File: config.mk
export PLATFORM = sky130hd
export DESIGN_NAME = pc_unit
export DESIGN_NICKNAME = d
export VERILOG_FILES = /design/src/rtl/pc_pkg.sv /design/src/rtl/pc_ret_stack.sv /design/src/rtl/pc_unit.sv
export SDC_FILE = /design/constraint.sdc
export NUM_CORES = 1
export LEC_CHECK = 0
export CAP_MARGIN = 5
export CORE_UTILIZATION = 59
export DETAILED_ROUTE_END_ITERATION = 7
export PLACE_DENSITY = 0.87
export SYNTH_ARGS = -nofsm -noshare
export SYNTH_HDL_FRONTEND = slang
export SYNTH_SLANG_ARGS = --single-unit
File: constraint.sdc
create_clock -name clk -period 7.3 [get_ports clk]
set_clock_uncertainty 0.1 [all_clocks]
set_input_delay 2.19 -clock clk [delete_from_list [all_inputs] [get_ports clk]]
set_output_delay 2.19 -clock clk [all_outputs]
set_load 0.1 [all_outputs]
File: src/rtl/pc_pkg.sv
`default_nettype none
// ============================================================================
// Module      : pc_pkg
// Description : Shared operation encodings for the program-counter stage.
//               The instruction decoder in the control unit uses the same
//               constants, so both sides agree on OP values.
//               Encodings 3'b110 and 3'b111 are unused and behave as HOLD.
// Revision    : 1.0 - initial release
// ============================================================================
package pc_pkg;

  localparam int c_op_width = 3;

  localparam logic [c_op_width-1:0] OP_HOLD = 3'b000;
  localparam logic [c_op_width-1:0] OP_INC  = 3'b001;
  localparam logic [c_op_width-1:0] OP_JMP  = 3'b010;
  localparam logic [c_op_width-1:0] OP_BR   = 3'b011;
  localparam logic [c_op_width-1:0] OP_CALL = 3'b100;
  localparam logic [c_op_width-1:0] OP_RET  = 3'b101;

endpackage
`default_nettype wire

File: src/rtl/pc_ret_stack.sv
`default_nettype none
// ============================================================================
// Module      : pc_ret_stack
// Description : Parameterised LIFO holding return addresses.
//               A push writes data_in at the current count and increments
//               it; a pop decrements it. data_out always shows the top
//               entry (undefined when empty). The count saturates at 0 and
//               DEPTH; there is no wrap-around.
// Ports       : clk      - clock, rising edge
//               rst_n    - synchronous active-low reset (count only)
//               push     - write data_in on top (ignored when full)
//               pop      - discard top entry (ignored when empty)
//               data_in  - value to push
//               data_out - current top entry
//               count    - number of valid entries, 0..DEPTH
// Revision    : 1.0 - initial release
// ============================================================================
module pc_ret_stack #(
  parameter int WIDTH = 8,
  parameter int DEPTH = 4
) (
  input  logic                     clk,
  input  logic                     rst_n,
  input  logic                     push,
  input  logic                     pop,
  input  logic [WIDTH-1:0]         data_in,
  output logic [WIDTH-1:0]         data_out,
  output logic [$clog2(DEPTH):0]   count
);

  localparam int IDX_W = $clog2(DEPTH);
  localparam int CNT_W = IDX_W + 1;

  logic [WIDTH-1:0] r_mem [DEPTH];
  logic [CNT_W-1:0] r_count;
  logic [IDX_W-1:0] w_wr_idx;
  logic [IDX_W-1:0] w_rd_idx;
  logic             w_can_push;
  logic             w_can_pop;

  // With a power-of-two depth, the low bits of the count address the next
  // free slot. When the stack is full they wrap to 0, which still makes
  // w_rd_idx (count-1) land on the top entry.
  assign w_wr_idx   = r_count[IDX_W-1:0];
  assign w_rd_idx   = w_wr_idx - 1'b1;
  assign w_can_push = (r_count != CNT_W'(DEPTH));
  assign w_can_pop  = (r_count != '0);

  always_ff @(posedge clk) begin
    if (!rst_n) begin
      r_count <= '0;
    end else if (push && w_can_push) begin
      r_count <= r_count + 1'b1;
    end else if (pop && w_can_pop) begin
      r_count <= r_count - 1'b1;
    end
  end

  // Entries need no reset: they are only read below the count.
  always_ff @(posedge clk) begin
    if (rst_n && push && w_can_push) begin
      r_mem[w_wr_idx] <= data_in;
    end
  end

  assign data_out = r_mem[w_rd_idx];
  assign count    = r_count;

endmodule
`default_nettype wire

File: src/rtl/pc_unit.sv
`default_nettype none
// ============================================================================
// Module      : pc_unit
// Description : Program-counter stage. The PC is a register loaded every
//               enabled cycle with the next address chosen by OP. A small
//               return-address stack supports CALL/RET. Stack overflow or
//               underflow sets a sticky FAULT flag that only reset clears.
//               Optional interrupt support is built when the macro
//               PC_IRQ_EN is defined (adds port irq and parameter
//               IRQ_VECTOR).
// Ports       : clk         - clock, rising edge
//               rst_n       - synchronous active-low reset
//               en          - advance enable, 0 holds all state
//               op          - operation (see pc_pkg)
//               target      - absolute destination for JMP/CALL
//               offset      - signed displacement for BR
//               cond        - branch-taken condition for BR
//               irq         - interrupt request (PC_IRQ_EN only)
//               pc          - registered program counter
//               sp          - number of valid stack entries
//               stack_full  - sp == STACK_DEPTH
//               stack_empty - sp == 0
//               fault       - sticky overflow/underflow flag
// Revision    : 1.0 - initial release
// ============================================================================
module pc_unit
  import pc_pkg::*;
#(
  parameter int                    ADDR_WIDTH   = 8,
  parameter int                    OFS_WIDTH    = 5,
  parameter int                    STACK_DEPTH  = 4,
  parameter logic [ADDR_WIDTH-1:0] RESET_VECTOR = '0
`ifdef PC_IRQ_EN
  ,
  parameter logic [ADDR_WIDTH-1:0] IRQ_VECTOR   = ADDR_WIDTH'(8'hF0)
`endif
) (
  input  logic                           clk,
  input  logic                           rst_n,
  input  logic                           en,
  input  logic [c_op_width-1:0]          op,
  input  logic [ADDR_WIDTH-1:0]          target,
  input  logic [OFS_WIDTH-1:0]           offset,
  input  logic                           cond,
`ifdef PC_IRQ_EN
  input  logic                           irq,
`endif
  output logic [ADDR_WIDTH-1:0]          pc,
  output logic [$clog2(STACK_DEPTH):0]   sp,
  output logic                           stack_full,
  output logic                           stack_empty,
  output logic                           fault
);

  localparam int SP_W = $clog2(STACK_DEPTH) + 1;

  logic [ADDR_WIDTH-1:0] r_pc;
  logic                  r_fault;

  logic [ADDR_WIDTH-1:0] w_pc_inc;
  logic [ADDR_WIDTH-1:0] w_ofs_ext;
  logic [ADDR_WIDTH-1:0] w_br_pc;
  logic [ADDR_WIDTH-1:0] w_top;
  logic [SP_W-1:0]       w_sp;
  logic                  w_full;
  logic                  w_empty;

  // Result of OP alone, before any interrupt override.
  logic [ADDR_WIDTH-1:0] w_op_pc;
  logic                  w_op_push;
  logic                  w_op_pop;
  logic                  w_op_fault;

  // Final decisions applied when en is high.
  logic [ADDR_WIDTH-1:0] w_pc_next;
  logic [ADDR_WIDTH-1:0] w_push_data;
  logic                  w_push;
  logic                  w_pop;
  logic                  w_fault_set;

  // All sums are naturally modulo 2^ADDR_WIDTH through truncation.
  assign w_pc_inc  = r_pc + 1'b1;
  assign w_ofs_ext = ADDR_WIDTH'($signed(offset));
  assign w_br_pc   = r_pc + w_ofs_ext;

  assign w_full  = (w_sp == SP_W'(STACK_DEPTH));
  assign w_empty = (w_sp == '0);

  always_comb begin
    w_op_pc    = r_pc;
    w_op_push  = 1'b0;
    w_op_pop   = 1'b0;
    w_op_fault = 1'b0;
    case (op)
      OP_INC:  w_op_pc = w_pc_inc;
      OP_JMP:  w_op_pc = target;
      OP_BR:   w_op_pc = cond ? w_br_pc : w_pc_inc;
      OP_CALL: begin
        if (!w_full) begin
          w_op_pc   = target;
          w_op_push = 1'b1;
        end else begin
          w_op_pc    = w_pc_inc;
          w_op_fault = 1'b1;
        end
      end
      OP_RET: begin
        if (!w_empty) begin
          w_op_pc  = w_top;
          w_op_pop = 1'b1;
        end else begin
          w_op_pc    = w_pc_inc;
          w_op_fault = 1'b1;
        end
      end
      default: w_op_pc = r_pc;
    endcase
  end

`ifdef PC_IRQ_EN
  // An accepted interrupt replaces OP entirely: the address OP would have
  // produced becomes the return address and control goes to IRQ_VECTOR.
  // With no room on the stack the interrupt is refused, flagged, and OP
  // runs as usual.
  always_comb begin
    w_pc_next   = w_op_pc;
    w_push      = w_op_push;
    w_pop       = w_op_pop;
    w_fault_set = w_op_fault;
    w_push_data = w_pc_inc;
    if (irq) begin
      if (!w_full) begin
        w_pc_next   = IRQ_VECTOR;
        w_push      = 1'b1;
        w_pop       = 1'b0;
        w_fault_set = 1'b0;
        w_push_data = w_op_pc;
      end else begin
        w_fault_set = 1'b1;
      end
    end
  end
`else
  assign w_pc_next   = w_op_pc;
  assign w_push      = w_op_push;
  assign w_pop       = w_op_pop;
  assign w_fault_set = w_op_fault;
  assign w_push_data = w_pc_inc;
`endif

  always_ff @(posedge clk) begin
    if (!rst_n) begin
      r_pc    <= RESET_VECTOR;
      r_fault <= 1'b0;
    end else if (en) begin
      r_pc <= w_pc_next;
      if (w_fault_set) begin
        r_fault <= 1'b1;
      end
    end
  end

  pc_ret_stack #(
    .WIDTH (ADDR_WIDTH),
    .DEPTH (STACK_DEPTH)
  ) u_ret_stack (
    .clk      (clk),
    .rst_n    (rst_n),
    .push     (en && w_push),
    .pop      (en && w_pop),
    .data_in  (w_push_data),
    .data_out (w_top),
    .count    (w_sp)
  );

  assign pc          = r_pc;
  assign sp          = w_sp;
  assign stack_full  = w_full;
  assign stack_empty = w_empty;
  assign fault       = r_fault;

endmodule
`default_nettype wire

==> run metrics <==
Hold Vio Cnt, Final=0; largest net degree at the start of global routing=21; vias after detailed routing=approximately 1900; DRT antenna net count=0; Num CTS Buffers=5; kind of critical path=flip-flop to primary output; WL final=approximately 5400 um; Mapped Cells=between 200 and 250; Synth Register Bits=44; Skew-Pair Late Insertion Delay=roughly 0.30 ns; commonest non-fill, non-tap cell in the layout=clkdlybuf4s50_1; initial DRC count=approximately 160; core box area=4060 um2; Final TNS setup=0 ns; First-pass DRT Iterations=4; post-cts resize count=0; clk slew on worst S/H paths=0.09 ns; status=complete, no violations; reg2reg setup slack=4.36 ns; Pleak=around 0.0011 uW; WL per Instance=between 15 and 20 um; most frequent cells in the layout=clkdlybuf4s50_1 (33), edfxtp_1 (32), o21ai_0 (16); Post-CTS Setup Inserts=0; Sink Count=44; global-route wire length before repair=8370 um; # IOs=34; Root Driver=clkbuf_8; unrepaired setup endpoints after global routing=false; MaxCap Viol Count=0; # DRC=0; Cell variety after synth=50; # nets final=around 280; max-slew violations=0; Post-DP HPWL=around 3900 um; fin util=73.1%; initial antenna violation count=0; CTS tree=yes; worst vdd ir=0.149 mV; Synth area leaders=edfxtp_1 (38%), dfxtp_1 (9.5%), mux4_1 (7.3%); GRT Util Overall=about a quarter; Syn Nets=250; CTS Hold Bufs=0; Final min period=5.13 ns; Final Cycle Share=70.2%; Critical Path RT=5.01 ns; GP Congestion=slightly above 0.9; post-synth top area share=between 30% and 40%; Die Wd=67.5 um; final setup violation count=0; Slew headroom=34.7%; hold depth=2; Layout area overhead=17.1%; R2R depth=9; # diodes=0; cell taking the most area after synthesis=edfxtp_1; Crit. End Element=primary output; layout cell share with drive strength beyond 1=~6.0%; number of global-route vias before repair=1756; total gr overflow=0; Worst Path Arrival=roughly 2.8 ns; Worst-Margin Slew=0.977 ns; total die area=roughly 4600 um2; drt via density=6.21; Startpoint Class=flip-flop; Syn Area/Cell=11.7 um2; synth warn=0; num rows=23; share of the yosys chip area belonging to registers=between 40% and 50%; Power Density=slightly below 200 nW/um2; H-tree depth=2; CP Max Fanout=13; Die H=67.5 um; initial core utilization=about 62%; CTS Buffer Depth=2; # port buffers=33; fmax=195 MHz; Worst Hold Class=flip-flop to flip-flop; Synth Cell Area=2530 um2
per-stage QoR:
step           worst slack (ns)  hold slack, ns  cells  power, uW  cell area [um2]
2_1_floorplan              2.70           0.620    216        387             2530
5_1_grt                    2.01           0.460    299        592             2970
4_1_cts                    2.17           0.408    299        573             2970
3_5_place_dp               2.49           0.386    291        426             2880
6_report                   2.17           0.411    299        573             2970
3_3_place_gp               2.56           0.373    291        423             2880
synthesized netlist by cell type (all sizes together):
| cell | instances |
|---|---|
| a2111oi | 2 |
| a211oi | 4 |
| a21o | 2 |
| a21oi | 11 |
| a221oi | 1 |
| a22oi | 3 |
| a311oi | 1 |
| a31oi | 6 |
| a41oi | 2 |
| and2 | 1 |
| and2b | 2 |
| and3 | 11 |
| and4b | 1 |
| buf | 4 |
| clkbuf | 4 |
| dfxtp | 12 |
| edfxtp | 32 |
| fa | 2 |
| ha | 12 |
| inv | 11 |
| mux2 | 1 |
| mux2i | 1 |
| mux4 | 8 |
| nand2 | 12 |
| nand2b | 3 |
| nand3 | 7 |
| nand3b | 1 |
| nand4 | 5 |
| nor2 | 11 |
| nor2b | 5 |
| nor3 | 3 |
| o211ai | 2 |
| o21a | 1 |
| o21ai | 16 |
| o221ai | 1 |
| o311ai | 1 |
| o31a | 1 |
| o31ai | 1 |
| or3 | 1 |
| xnor2 | 5 |
| xor2 | 6 |
critical path, cell delays in order (launching register included):
cell and delay [ns]:
dfxtp_1 0.75, inv_1 0.19, ha_1 0.33, nand2b_1 0.24, inv_1 0.06, clkdlybuf4s50_1 0.96
power breakdown:
group | internal (uW) | switching [uW]
sequential | 275 | 10.5
clock | 67.0 | 84.5
combinational | 47.4 | 88.0
total | 390 | 183
kinds of logic after synthesis:
logic type / after synthesis / synth area share (%)
AOI/OAI and AO/OA: 55 / 15.7
xor gates and xnor gates: 11 / 3.80
adders and majority gates: 14 / 7.51
buffers and inverters: 19 / 3.41
DFF: 44 / 47.4
muxes: 10 / 8.99
and+or+nand+nor: 63 / 13.2
layout make-up:
cell class / instances / area, um2
Timing Repair Buffer: 33 / 330
Inverter: 11 / 41.3
Multi-Input combinational cell: 153 / 1250
Clock buffer: 6 / 72.6
Clock inverter: 2 / 12.5
Sequential cell: 44 / 1200
Tap cell: 50 / 62.6
Fill cell: 273 / 1090
flip-flops by register name, summed over array words and instances, names as in the netlist:
name / cells
pc: 8
u_ret_stack.count: 3
fault: 1
u_ret_stack.r_mem: 32
path summary, 6_finish.rpt:
check | startpoint | to
worst max-delay path | u_ret_stack.count[0] | stack_empty
worst min-delay path | fault | fault
worst max register to register | u_ret_stack.count[0] | u_ret_stack.count[2]
worst min register to register | fault | fault
per-layer routing:
layer | GRT usage (%) | up-vias | routed length, um | share of wire [%]
li1 | - | 898 | - | -
met1 | 33.4 | 867 | 2370 | 44
met2 | 41.8 | 83 | 2530 | 47
met3 | 6.93 | 10 | 438 | 8.1
met4 | 11.4 | 0 | 80 | 1.5
met5 | 0 | - | 0 | 0
(Power assumes the default switching activity.)
